===== src/rtl/mem_access_arbiter.sv =====
// Two-port round-robin arbiter/sequencer in front of a single-port data memory.
// Each access takes IDLE -> SERVE (one-cycle strobe) -> DONE (ack pulse).
module mem_access_arbiter #(
  parameter int n       = 64,
  parameter int LogSize = 10
) (
  input  logic         clk,
  input  logic         reset,
  input  logic         req0,
  input  logic         we0,
  input  logic [n-1:0] addr0,
  input  logic [n-1:0] wdata0,
  output logic         ack0,
  output logic [n-1:0] rdata0,
  output logic         err0,
  input  logic         req1,
  input  logic         we1,
  input  logic [n-1:0] addr1,
  input  logic [n-1:0] wdata1,
  output logic         ack1,
  output logic [n-1:0] rdata1,
  output logic         err1,
  output logic [n-1:0] mem_addr,
  output logic [n-1:0] mem_din,
  output logic         mem_read,
  output logic         mem_write,
  input  logic [n-1:0] mem_dout
);

  typedef enum logic [1:0] {IDLE, SERVE, DONE} state_e;

  state_e       state_q;
  logic         last_grant_q, cur_id_q, cur_we_q, oor_q;
  logic [n-1:0] mem_addr_q, mem_din_q, rdata0_q, rdata1_q;
  logic         ack0_q, ack1_q, err0_q, err1_q;

  logic         grant_d, sel_we_d, oor_d;
  logic [n-1:0] sel_addr_d, sel_wdata_d;

  // On a tie the port that did not win last time goes first.
  always_comb begin
    grant_d     = (req0 & req1) ? ~last_grant_q : req1;
    sel_we_d    = grant_d ? we1 : we0;
    sel_addr_d  = grant_d ? addr1 : addr0;
    sel_wdata_d = grant_d ? wdata1 : wdata0;
    oor_d       = |sel_addr_d[n-1:LogSize];
  end

  always_ff @(posedge clk or posedge reset) begin
    if (reset) begin
      state_q      <= IDLE;
      last_grant_q <= 1'b1;
      cur_id_q     <= 1'b0;
      cur_we_q     <= 1'b0;
      oor_q        <= 1'b0;
      mem_addr_q   <= '0;
      mem_din_q    <= '0;
      rdata0_q     <= '0;
      rdata1_q     <= '0;
      ack0_q       <= 1'b0;
      ack1_q       <= 1'b0;
      err0_q       <= 1'b0;
      err1_q       <= 1'b0;
    end else begin
      case (state_q)
        IDLE: begin
          if (req0 | req1) begin
            last_grant_q <= grant_d;
            cur_id_q     <= grant_d;
            cur_we_q     <= sel_we_d;
            oor_q        <= oor_d;
            mem_addr_q   <= sel_addr_d;
            mem_din_q    <= sel_wdata_d;
            state_q      <= SERVE;
          end
        end
        SERVE: begin
          // Out-of-range clears rdata; an in-range write leaves it untouched.
          if (cur_id_q) begin
            ack1_q <= 1'b1;
            err1_q <= oor_q;
            if (oor_q)          rdata1_q <= '0;
            else if (!cur_we_q) rdata1_q <= mem_dout;
          end else begin
            ack0_q <= 1'b1;
            err0_q <= oor_q;
            if (oor_q)          rdata0_q <= '0;
            else if (!cur_we_q) rdata0_q <= mem_dout;
          end
          state_q <= DONE;
        end
        DONE: begin
          ack0_q  <= 1'b0;
          ack1_q  <= 1'b0;
          err0_q  <= 1'b0;
          err1_q  <= 1'b0;
          state_q <= IDLE;
        end
        default: state_q <= IDLE;
      endcase
    end
  end

  // Strobes decode from state so an async reset kills them mid-cycle.
  assign mem_read  = (state_q == SERVE) & ~cur_we_q & ~oor_q;
  assign mem_write = (state_q == SERVE) &  cur_we_q & ~oor_q;
  assign mem_addr  = mem_addr_q;
  assign mem_din   = mem_din_q;
  assign ack0      = ack0_q;
  assign ack1      = ack1_q;
  assign err0      = err0_q;
  assign err1      = err1_q;
  assign rdata0    = rdata0_q;
  assign rdata1    = rdata1_q;

endmodule


===== config.mk =====
export PLATFORM = sky130hd
export DESIGN_NAME = mem_access_arbiter
export DESIGN_NICKNAME = d
export VERILOG_FILES = /design/src/rtl/mem_access_arbiter.sv
export SDC_FILE = /design/constraint.sdc
export NUM_CORES = 1
export LEC_CHECK = 0
export CORE_AREA = 2 2 229 231
export DETAILED_ROUTE_END_ITERATION = 10
export DIE_AREA = 0 0 231 233
export GPL_TIMING_DRIVEN = 1
export RECOVER_POWER = 25
export SLEW_MARGIN = 20
export SYNTH_ARGS = -nofsm -noshare
export SYNTH_HDL_FRONTEND = slang
export SYNTH_SLANG_ARGS = --single-unit

===== constraint.sdc =====
create_clock -name clk -period 9.2 [get_ports clk]
set_input_delay 1.84 -clock clk [delete_from_list [all_inputs] [get_ports clk]]
set_output_delay 1.84 -clock clk [all_outputs]
set_load 0.02 [all_outputs]

# ---- Word level (Yosys, flattened, before mapping)
# Cells that the tools add are included.
dict set report op_classes {
  reduce_logical 8
  muxes 16
  eq_ne 6
  bitwise_logic 10
}
# op count
set ops {}
lappend ops {{two-way mux 64 bit} 4}
lappend ops {{OR reduction 54 bit} 1}
lappend ops {{one-hot mux 1 bit (2 select lines)} 4}
lappend ops {{two-way mux 1 bit} 6}
lappend ops {{inequality test 2 bit, second input constant} 3}
lappend ops {{AND reduction 2 bit} 3}
lappend ops {{AND reduction 3 bit} 2}
lappend ops {{bitwise AND 1 bit} 5}
lappend ops {{inverter 1 bit} 4}
lappend ops {{one-hot mux 2 bit (2 select lines)} 1}
lappend ops {{== test 2 x 1 -> 1 bit, second input constant} 1}
lappend ops {{== test 2 bit, second input constant} 1}
lappend ops {{logical NOT 2 bit} 1}
lappend ops {{two-way mux 2 bit} 1}
lappend ops {{inequality test 2 x 1 -> 1 bit, second input constant} 1}
lappend ops {{nonzero test 2 bit} 1}
lappend ops {{OR 1 bit} 1}
dict set report word_totals {
  inputBits 326
  elab_cells 53
  regBits 266
  output_inout_bits 262
}

# ---- Depth between registers and ports, before layout
# Gate-level depths: netlist (run 1).
dict set report logic_depth {
  word_depth 4
  depth_mapped 8
  depth_no_buf 6
}

# ---- Worst setup path after synthesis (run 1)
# No wires, ideal clock.
dict set report synth_path {
  path_kind {register to output}
  from {reg state_q[1]}
  to {out mem_read}
  stages_incl_launch_ff 3
  path_slack_ps 6280
  t_arrival_ps 1080
  n_path_buf 0
  required_time_ps 7360
  cell_sequence {dfrtp_1 -> nand2b_2 -> nor3_1}
}
dict set report synth_between {
  elab_chain_cells 3
}
# item line_no
set synth_lines {}
lappend synth_lines {{from (decl)} 32} ;# state_e state_q;
lappend synth_lines {{from (signal assigned)} 51} ;# state_q <= IDLE;
lappend synth_lines {{from (signal assigned)} 74} ;# state_q <= SERVE;
lappend synth_lines {{from (signal assigned)} 90} ;# state_q <= DONE;
lappend synth_lines {{== test 2 x 1 -> 1 bit} 105} ;# assign mem_read = (state_q == SERVE) & ~cur_we_q & ~oor_q;
lappend synth_lines {{bitwise AND 1 bit (2 in a row)} 105}
lappend synth_lines {{to (decl)} 25} ;# output logic mem_read,
# No other way between the ends.

==> results of run 1 <==
## cell families after synthesis
logic type,after synthesis
buf+inv,98
simple gates,633
flops,266
compound gates,273
## worst max-delay path by stage
stage	from	end	cells past startpoint
finish	reset	mem_addr[42]	2
floorplan	reset	ack0	1
global route	reset	mem_addr[31]	2
global placement	req1	oor_q	7
CTS	oor_q	mem_write	4
detailed placement	req1	oor_q	7
## area by class of cell
| cell class | instances | share of cell area, % |
|---|---|---|
| timing repair buffer | 597 | 31.80 |
| antenna | 9 | 0.1199 |
| clock buffer | 48 | 5.001 |
| multi-input combinational | 906 | 22.44 |
| clock inverter | 8 | 0.5061 |
| tap | 680 | 4.528 |
| inverter | 6 | 0.1665 |
| sequential | 266 | 35.43 |
## flip-flops by register name (all words and copies together), names as in the netlist
register and cells:
ack0 1, ack1 1, cur_id_q 1, cur_we_q 1
err0 1, err1 1, last_grant_q 1, mem_addr 64
mem_din 64, oor_q 1, rdata0 64, rdata1 64
state_q 2
## report_power, final
group / switching (mW) / leakage, nW / internal, mW
registers: 0.214 / 3.33 / 1.52
clock network: 0.497 / 0.506 / 0.751
logic: 1.27 / 3.69 / 0.937
## metal layers
| metal | track usage [%] | wire length, um | vias up |
|---|---|---|---|
| met3 | 5.980 | 4322 | 83 |
| met2 | 28.34 | 22830 | 468 |
| met5 | 0 | 57 | - |
| li1 | - | - | 5340 |
| met4 | 6.573 | 1412 | 10 |
| met1 | 18.80 | 18160 | 5291 |
## through the flow
step	total power, mW	utilization (%)	instance area [um2]	hold WS (ns)	setup slack, ns
2_1_floorplan	2.922	-	11360	0.4743	0.03639
3_3_place_gp	3.962	34.72	17740	0.4620	4.384
3_5_place_dp	3.990	34.72	17740	0.4692	4.313
4_1_cts	5.273	36.75	18780	0.4835	4.675
5_1_grt	5.504	36.76	18780	0.4953	2.355
6_report	5.193	36.77	18790	0.4780	3.261
## cell usage in the layout, fill, tap and decap left out, drive strengths merged, types with 9 or more instances in the layout
cell type,count
a31oi,128
clkbuf,50
clkdlybuf4s50,586
dfrtp,265
diode,9
nand2,390
nand2b,67
nor2,135
nor4,24
o21ai,134
==> results.toml, run 1 <==
[outcome]
outcome = "finished with violations"
failed_checks = "max-capacitance violations, max-slew violations"

[synth]
yosys.cell_count.top_type = "sky130_fd_sc_hd__nand2_1"
synth.top_cells.by_area = "sky130_fd_sc_hd__dfrtp_1 (58%), sky130_fd_sc_hd__nand2_1 (13%), sky130_fd_sc_hd__a31oi_1 (7.0%)"
synth_top_area_share_pct = 58.35
netlist_area_um2 = 11360
post_synth.cell_area_avg_um2 = 8.949
synth_cells = 1270
post-synth-top-area-cell = "sky130_fd_sc_hd__dfrtp_1"
yosysUniqueCellTypes = 32
muxShareOfSynthArea_pct = 0
postSynth.topFlopCell = "sky130_fd_sc_hd__dfrtp_1"
synth_async_sr_flop_share_pct = 100.0
yosysSeqAreaShare_pct = 58.58
ys.warnings.count = 0
post_synth_fa_ha_maj_area_fraction_pct = 0
synth_compound_gate_area_share_pct = 13.71
synthXorXnorAreaFrac_pct = 0
synth_edf_count = 0
post_synth_most_frequent_cells = "sky130_fd_sc_hd__nand2_1 (390), sky130_fd_sc_hd__dfrtp_1 (265), sky130_fd_sc_hd__nor2_1 (135)"
ys_ff_latch = 266
synthesis.nets = 1596
synth_top_family_by_area = "simple AND/OR/NAND/NOR gates"
synth-simple-area-share_pct = 23.29

[routing]
drtIter0Drc = 555
detail_route.wl_per_cell_um = 18.56
first_pass_iters = 5
detail_route.wirelength_um = 46780
via_count = 11190
via_per_inst = 4.441
drc = 0
route.antenna.remaining_nets = 0

[floorplan]
initial_utilization_pct = 22.24
core_area_um2 = 51090
die_width_um = 231
die_outline_area_um2 = 53820
die_h_um = 233
placementRows = 83
pin_count = 588

[finish]
register_area_um2 = 6658
finish.cell_count_without_fillers = 2520
num-fill-cells = 5215
drive_above_1_share_pct = 3.550
multi_input_logic_area_um2 = 4217
layout-area-overhead-vs-synth_pct = 65.33
fin_nets = 2134

[worst_setup_path]
timing.reg2reg.setup_slack_ns = 4.42
series_of_cell_instances_along_the_critical_path = "dlygate4sd3_1 -> clkinvlp_2"
path_buf_inv = 2
cp_top_family = "buffers and inverters"
worstRegToRegCells = 6
critical-path-slowest-cell = "sky130_fd_sc_hd__clkinvlp_2"
critical_path_arrival_ns = 5.60
worstReg2RegStart = "oor_q"
path_class = "in2async"
cp_data_required_time_ns = 8.86
crit_path_max_fanout = 115
setup.worst_path.end_class = "async pin"
timing.rr.end = "rdata0[50]"
crit_path_max_incr_delay_ns = 3.01
critPathLaunchType = "input pin"

[place]
last_weighted_congestion_value_of_the_routability_driven_placer = 0.8658
io_buffer_count = 587
place.detailed.hpwl_um = 34620
dpl.cell_count = 2454

[grt]
grt_util_all_layers_pct = 16.58
grt_ovf = 0
grt_antenna_before_repair = 16
first_global_vias = 11340
first_pass_grt_wire_length_um = 68320
grt_start_max_net_pins = 162

[sta]
report.final.hold_viol_count = 0
clock_skew_ns = 0.01739
rsz0062_at_grt = "false"
final.period_utilization_pct = 64.56
max_freq_ghz = 0.1684
final_count_of_negative_setup_slack_endpoints = 0
totalNegativeSetupSlack_ns = 0
slew_headroom_pct = -266.8
worst_pin_slew_ns = 5.502
slew_viol_final = 175
final_period_minus_worst_setup_slack_ns = 5.939

[run]
maxCapViolations = 2

[clock_tree]
cts_made_buffers = 31
postCtsSetupBuffers = 0
insertion_delay_of_the_later_clocked_pin_in_the_worst_skew_pair_ns = 0.57
htree_levels = 1
cts.repair.resized = 0
clockRootBuffer = "sky130_fd_sc_hd__clkbuf_16"
cts.sinks = 266
cts_tree = "yes"
hold_buffers = 0
max-clock-path-buffers = 3
clock_pin_slew_reported_for_the_worst_setup_and_hold_paths_after_clock_tree_synthesis_ns = 0.06

[pwr]
power.density_cell_area_nw_per_um2 = 276.4
leakagePower_nw = 7.529
ir_worst_vdd_uv = 207.7

[min_path]
worst_hold_path.num_cells = 2
hold_start = "rdata0[20]"
hold_path_class = "reg2reg"
min_delay_endpoint = "rdata0[20]"
No activity file was read; power rests on OpenSTA's default activity.
==> inputs of run 2 (changes only) <==
clock period = 4.9 ns   (was 9.2 ns; I/O delays follow)
==> run 2 against run 1 <==
Net effect:
- the flow still finishes with violations (max-capacitance violations, max-slew violations)
- via count increased by 0.73%
- die area stayed put
- worst setup slack got worse by 1.8 ns
- cell count barely moved
- clock power increased by 82%
- core utilization rose by 0.071 points
- largest cell class unchanged
==> results.toml, run 2 (synthesis gave the netlist of run 1 again) <==
[pwr]
leakagePower_nw = 7.542
p_total_mw = 9.717
power.density_cell_area_nw_per_um2 = 516.1
ir_worst_vdd_uv = 356.3

[worst_setup_path]
critical_path.startpoint = "oor_q"
worstRegToRegCells = 5
path_buf_inv = 1
critical-path-slowest-cell = "sky130_fd_sc_hd__nand3_1"
critical_path_arrival_ns = 3.84
worstReg2RegStart = "oor_q"
crit_path_max_fanout = 76
critPathCapture = "rdata1[57]"
cp_top_family = "simple AND/OR/NAND/NOR gates"
setup.worst_path.end_class = "register"
timing.reg2reg.setup_slack_ns = 1.46
crit_path_max_incr_delay_ns = 1.18
path_class = "reg2reg"
cp_data_required_time_ns = 5.30
critPathLaunchType = "register"
series_of_cell_instances_along_the_critical_path = "nand2b_1 -> nand3_1 -> buf_4 -> nand2_1 -> o21ai_0"
critical_path_depth = 5
timing.rr.end = "rdata1[57]"

[grt]
grt_start_max_net_pins = 103
first_pass_grt_wire_length_um = 69080
grt_ovf = 0
grt_util_all_layers_pct = 16.71
grt_antenna_before_repair = 17
first_global_vias = 11410

[run]
maxCapViolations = 3

[floorplan]
die_width_um = 231
initial_utilization_pct = 22.24
core_area_um2 = 51090
die_h_um = 233
placementRows = 83
die_outline_area_um2 = 53820
pin_count = 588

[clock_tree]
clockRootBuffer = "sky130_fd_sc_hd__clkbuf_16"
htree_levels = 1
cts_tree = "yes"
cts.sinks = 266
postCtsSetupBuffers = 0
insertion_delay_of_the_later_clocked_pin_in_the_worst_skew_pair_ns = 0.56
clock_pin_slew_reported_for_the_worst_setup_and_hold_paths_after_clock_tree_synthesis_ns = 0.06
cts.repair.resized = 0
max-clock-path-buffers = 3
hold_buffers = 0
cts_made_buffers = 31

[finish]
layout-area-overhead-vs-synth_pct = 65.65
multi_input_logic_area_um2 = 4220
layout_commonest_cell = "sky130_fd_sc_hd__clkdlybuf4s50_1"
drive_above_1_share_pct = 3.756
register_area_um2 = 6658
post-route-cell-area_um2 = 18830
most_used_cells_in_the_layout_excluding_fill_and_tap_cells = "sky130_fd_sc_hd__clkdlybuf4s50_1 (586), sky130_fd_sc_hd__nand2_1 (390), sky130_fd_sc_hd__dfrtp_1 (265)"
num-fill-cells = 5247
fin_nets = 2140

[place]
place.detailed.hpwl_um = 35780
place_area_um2 = 17860
last_weighted_congestion_value_of_the_routability_driven_placer = 0.8959
io_buffer_count = 587

[outcome]
outcome = "finished with violations"
failed_checks = "max-capacitance violations, max-slew violations"

[sta]
rsz0062_at_grt = "false"
slew_viol_final = 142
clock_skew_ns = 0.01090
final_period_minus_worst_setup_slack_ns = 3.439
worst_pin_slew_ns = 2.311
final.period_utilization_pct = 70.19
final_count_of_negative_setup_slack_endpoints = 0
totalNegativeSetupSlack_ns = 0
report.final.hold_viol_count = 0
max_freq_ghz = 0.2908
slew_headroom_pct = -54.04

[routing]
via_per_inst = 4.470
drtIter0Drc = 571
route.antenna.remaining_nets = 0
first_pass_iters = 5
detail_route.wirelength_um = 47090
drc = 0
detail_route.wl_per_cell_um = 18.67
via_count = 11270

[min_path]
hold_path_class = "reg2reg"
==> run 2: final cells by class <==
| class | count | share of cell area, % |
|---|---|---|
| flip-flops and latches | 266 | 35.36 |
| repair buffers | 603 | 32.17 |
| multi-input cells | 906 | 22.42 |
| clock buffers | 50 | 5.084 |
| well taps | 680 | 4.519 |
| clock inverters | 6 | 0.2127 |
| inverters | 6 | 0.1662 |
| diodes | 5 | 0.06646 |
==> run 2: per-layer routing <==
| layer | GRT usage (%) | routed length, um |
|---|---|---|
| met5 | 0 | 86 |
| met4 | 6.996 | 1542 |
| met3 | 6.017 | 4716 |
| met2 | 28.76 | 23120 |
| met1 | 18.65 | 17620 |
==> run 2: worst min path at each step <==
stage	cells after the start	startpoint	endpoint
final	2	rdata1[42]	rdata1[42]
after floorplan	2	last_grant_q	last_grant_q
after detailed placement	2	rdata1[42]	rdata1[42]
after CTS	2	rdata1[42]	rdata1[42]
after global routing	2	rdata1[19]	rdata1[19]
after global placement	2	rdata1[42]	rdata1[42]
==> run 2: where the power goes <==
group	switching, mW	leakage (nW)	internal [mW]
Sequential	0.414	3.33	2.86
Combinational	2.40	3.72	1.77
Clock	0.941	0.492	1.33
==> run 2: through the flow <==
stage          util [%]  std cells  hold slack, ns  setup slack, ns
5_1_grt           36.84       2522          0.5040            1.106
2_1_floorplan         -       1270          0.4743           0.4093
3_5_place_dp      34.95       2461          0.4694            1.655
6_report          36.84       2522          0.4763            1.461
3_3_place_gp      34.94       2461          0.4624            1.556
4_1_cts           36.91       2517          0.4824            1.593
==> run 2: worst min-delay path, cell delays in order (launching register included) <==
cell and delay [ns]:
sky130_fd_sc_hd__dfrtp_1 0.34, sky130_fd_sc_hd__nand2_1 0.05, sky130_fd_sc_hd__o21ai_0 0.06
==> inputs of run 3 (changes only) <==
clock period = 3 ns   (was 4.9 ns; I/O delays follow)
==> run 3 against run 2 <==
Net effect:
- the flow now finishes without violations
- routed wire length is 0.39% higher
- global-route usage is 0.14 points higher
- core utilization is 0.34 points higher
- cell area is 0.92% higher
- largest power group unchanged
==> results.toml, run 3 (synthesis gave the netlist of run 1 again) <==
[clock_tree]
clockRootBuffer = "sky130_fd_sc_hd__clkbuf_16"
htree_levels = 1
cts_tree = "yes"
hold_buffers = 0
postCtsSetupBuffers = 0
clock_pin_slew_reported_for_the_worst_setup_and_hold_paths_after_clock_tree_synthesis_ns = 0.06
cts.repair.resized = 0
cts_made_buffers = 30
insertion_delay_of_the_later_clocked_pin_in_the_worst_skew_pair_ns = 0.56
cts.sinks = 266
max-clock-path-buffers = 3

[pwr]
leakagePower_nw = 7.644
p_total_mw = 16.01
clkPwrFrac_pct = 22.4
combPwrFrac_pct = 44.1
power.switching_mw = 6.152
power.density_cell_area_nw_per_um2 = 842.7
ir_worst_vdd_uv = 398.0
seqPwrFrac_pct = 33.5
internal_power_mw = 9.858
power.share.switching_pct = 38.42

[finish]
layout-area-overhead-vs-synth_pct = 67.17
fin_nets = 2164
drive_above_1_share_pct = 4.900
most_used_cells_in_the_layout_excluding_fill_and_tap_cells = "sky130_fd_sc_hd__clkdlybuf4s50_1 (586), sky130_fd_sc_hd__nand2_1 (390), sky130_fd_sc_hd__dfrtp_1 (264)"
layout_commonest_cell = "sky130_fd_sc_hd__clkdlybuf4s50_1"

[min_path]
hold_path_class = "reg2reg"

[floorplan]
die_width_um = 231
pin_count = 588
placementRows = 83
core_area_um2 = 51090
die_outline_area_um2 = 53820
die_h_um = 233
initial_utilization_pct = 22.24

[grt]
grt_antenna_before_repair = 13
grt_start_max_net_pins = 86
first_pass_grt_wire_length_um = 69810
gr-usage-met2_pct = 30.56
gr-max-usage-layer = "met2"
grt_ovf = 0
globalRouteMet3Util_pct = 4.853
first_global_vias = 11450
grt_util_all_layers_pct = 16.86
met1_routing_resource_usage_after_global_routing_pct = 19.43

[routing]
via_per_inst = 4.446
drtIter0Drc = 586
detail_route.wirelength_um = 47270
first_pass_iters = 6
detail_route.wl_per_cell_um = 18.62
drc = 0
via_count = 11290
route.antenna.remaining_nets = 0

[worst_setup_path]
critPathLaunchType = "register"
critical_path_arrival_ns = 2.22
setup.worst_path.end_class = "primary output"
path_class = "reg2out"
crit_path_max_fanout = 14
cp_data_required_time_ns = 2.40

[place]
pre_cts_ws_ns = 0.1198
io_buffer_count = 587
place.detailed.hpwl_um = 36770
last_weighted_congestion_value_of_the_routability_driven_placer = 0.8932

[sta]
final.period_utilization_pct = 93.96
max_freq_ghz = 0.3547
slew_headroom_pct = 11.19
rsz0062_at_grt = "false"
report.final.hold_viol_count = 0
fin_hold_ws_ns = 0.4773
slew_viol_final = 0
final_period_minus_worst_setup_slack_ns = 2.819
clock_skew_ns = 0.01078
final_count_of_negative_setup_slack_endpoints = 0
worst_pin_slew_ns = 1.332
final.setup.worst_slack_ns = 0.1811

[run]
maxCapViolations = 0

[outcome]
outcome = "completed"
[run 3: worst paths after layout]
path	from	slack (ns)	endpoint	cells past startpoint
max	oor_q	0.18	mem_write	3
min	rdata0[14]	0.48	rdata0[14]	2
max reg2reg	oor_q	0.90	rdata0[50]	5
min reg2reg	rdata0[14]	0.48	rdata0[14]	2
max in group asynchronous	reset	0.76	mem_addr[17]	4
min in group asynchronous	reset	0.51	rdata0[6]	2
[run 3: per-stage QoR]
stage / util, % / setup TNS (ns) / instances / cell area (um2)
after floorplan: - / -294.51 / 1270 / 11370
after global placement: 35.43 / 0 / 2486 / 18100
after detailed placement: 35.43 / 0 / 2486 / 18100
after CTS: 37.31 / 0 / 2537 / 19060
after global routing: 37.18 / 0 / 2539 / 19000
final: 37.18 / 0 / 2539 / 19000
[run 3: layout make-up]
cell class                      instances  area (um2)
Fill cell                            5226       32100
Sequential cell                       266        6659
Timing Repair Buffer                  628        6256
Multi-Input combinational cell        906        4239
Clock buffer                           44       894.6
Tap cell                              680       850.8
Clock inverter                          7       62.56
Inverter                                6       31.28
Antenna cell                            2       5.005
[run 3: layer usage]
metal | share of wire [%] | up-vias
li1 | - | 5379
met1 | 38 | 5342
met2 | 50 | 479
met3 | 8.9 | 81
met4 | 2.3 | 8
met5 | 0.099 | -
[run 3: critical path, cell delays in order (launching register included)]
cell and delay (ns):
sky130_fd_sc_hd__dfrtp_2 0.53, sky130_fd_sc_hd__nand2b_1 0.30, sky130_fd_sc_hd__nor2_1 0.13, sky130_fd_sc_hd__clkdlybuf4s50_1 0.68
[run 3: power by group through the flow]
stage               Combinational (mW)  Sequential (mW)  Clock, mW
global placement                  7.10             5.37          0
floorplan                         2.44             6.52          0
global route                      7.62             5.51       3.85
detailed placement                7.15             5.41          0
CTS                               7.17             5.38       3.69
finish                            7.06             5.36       3.59
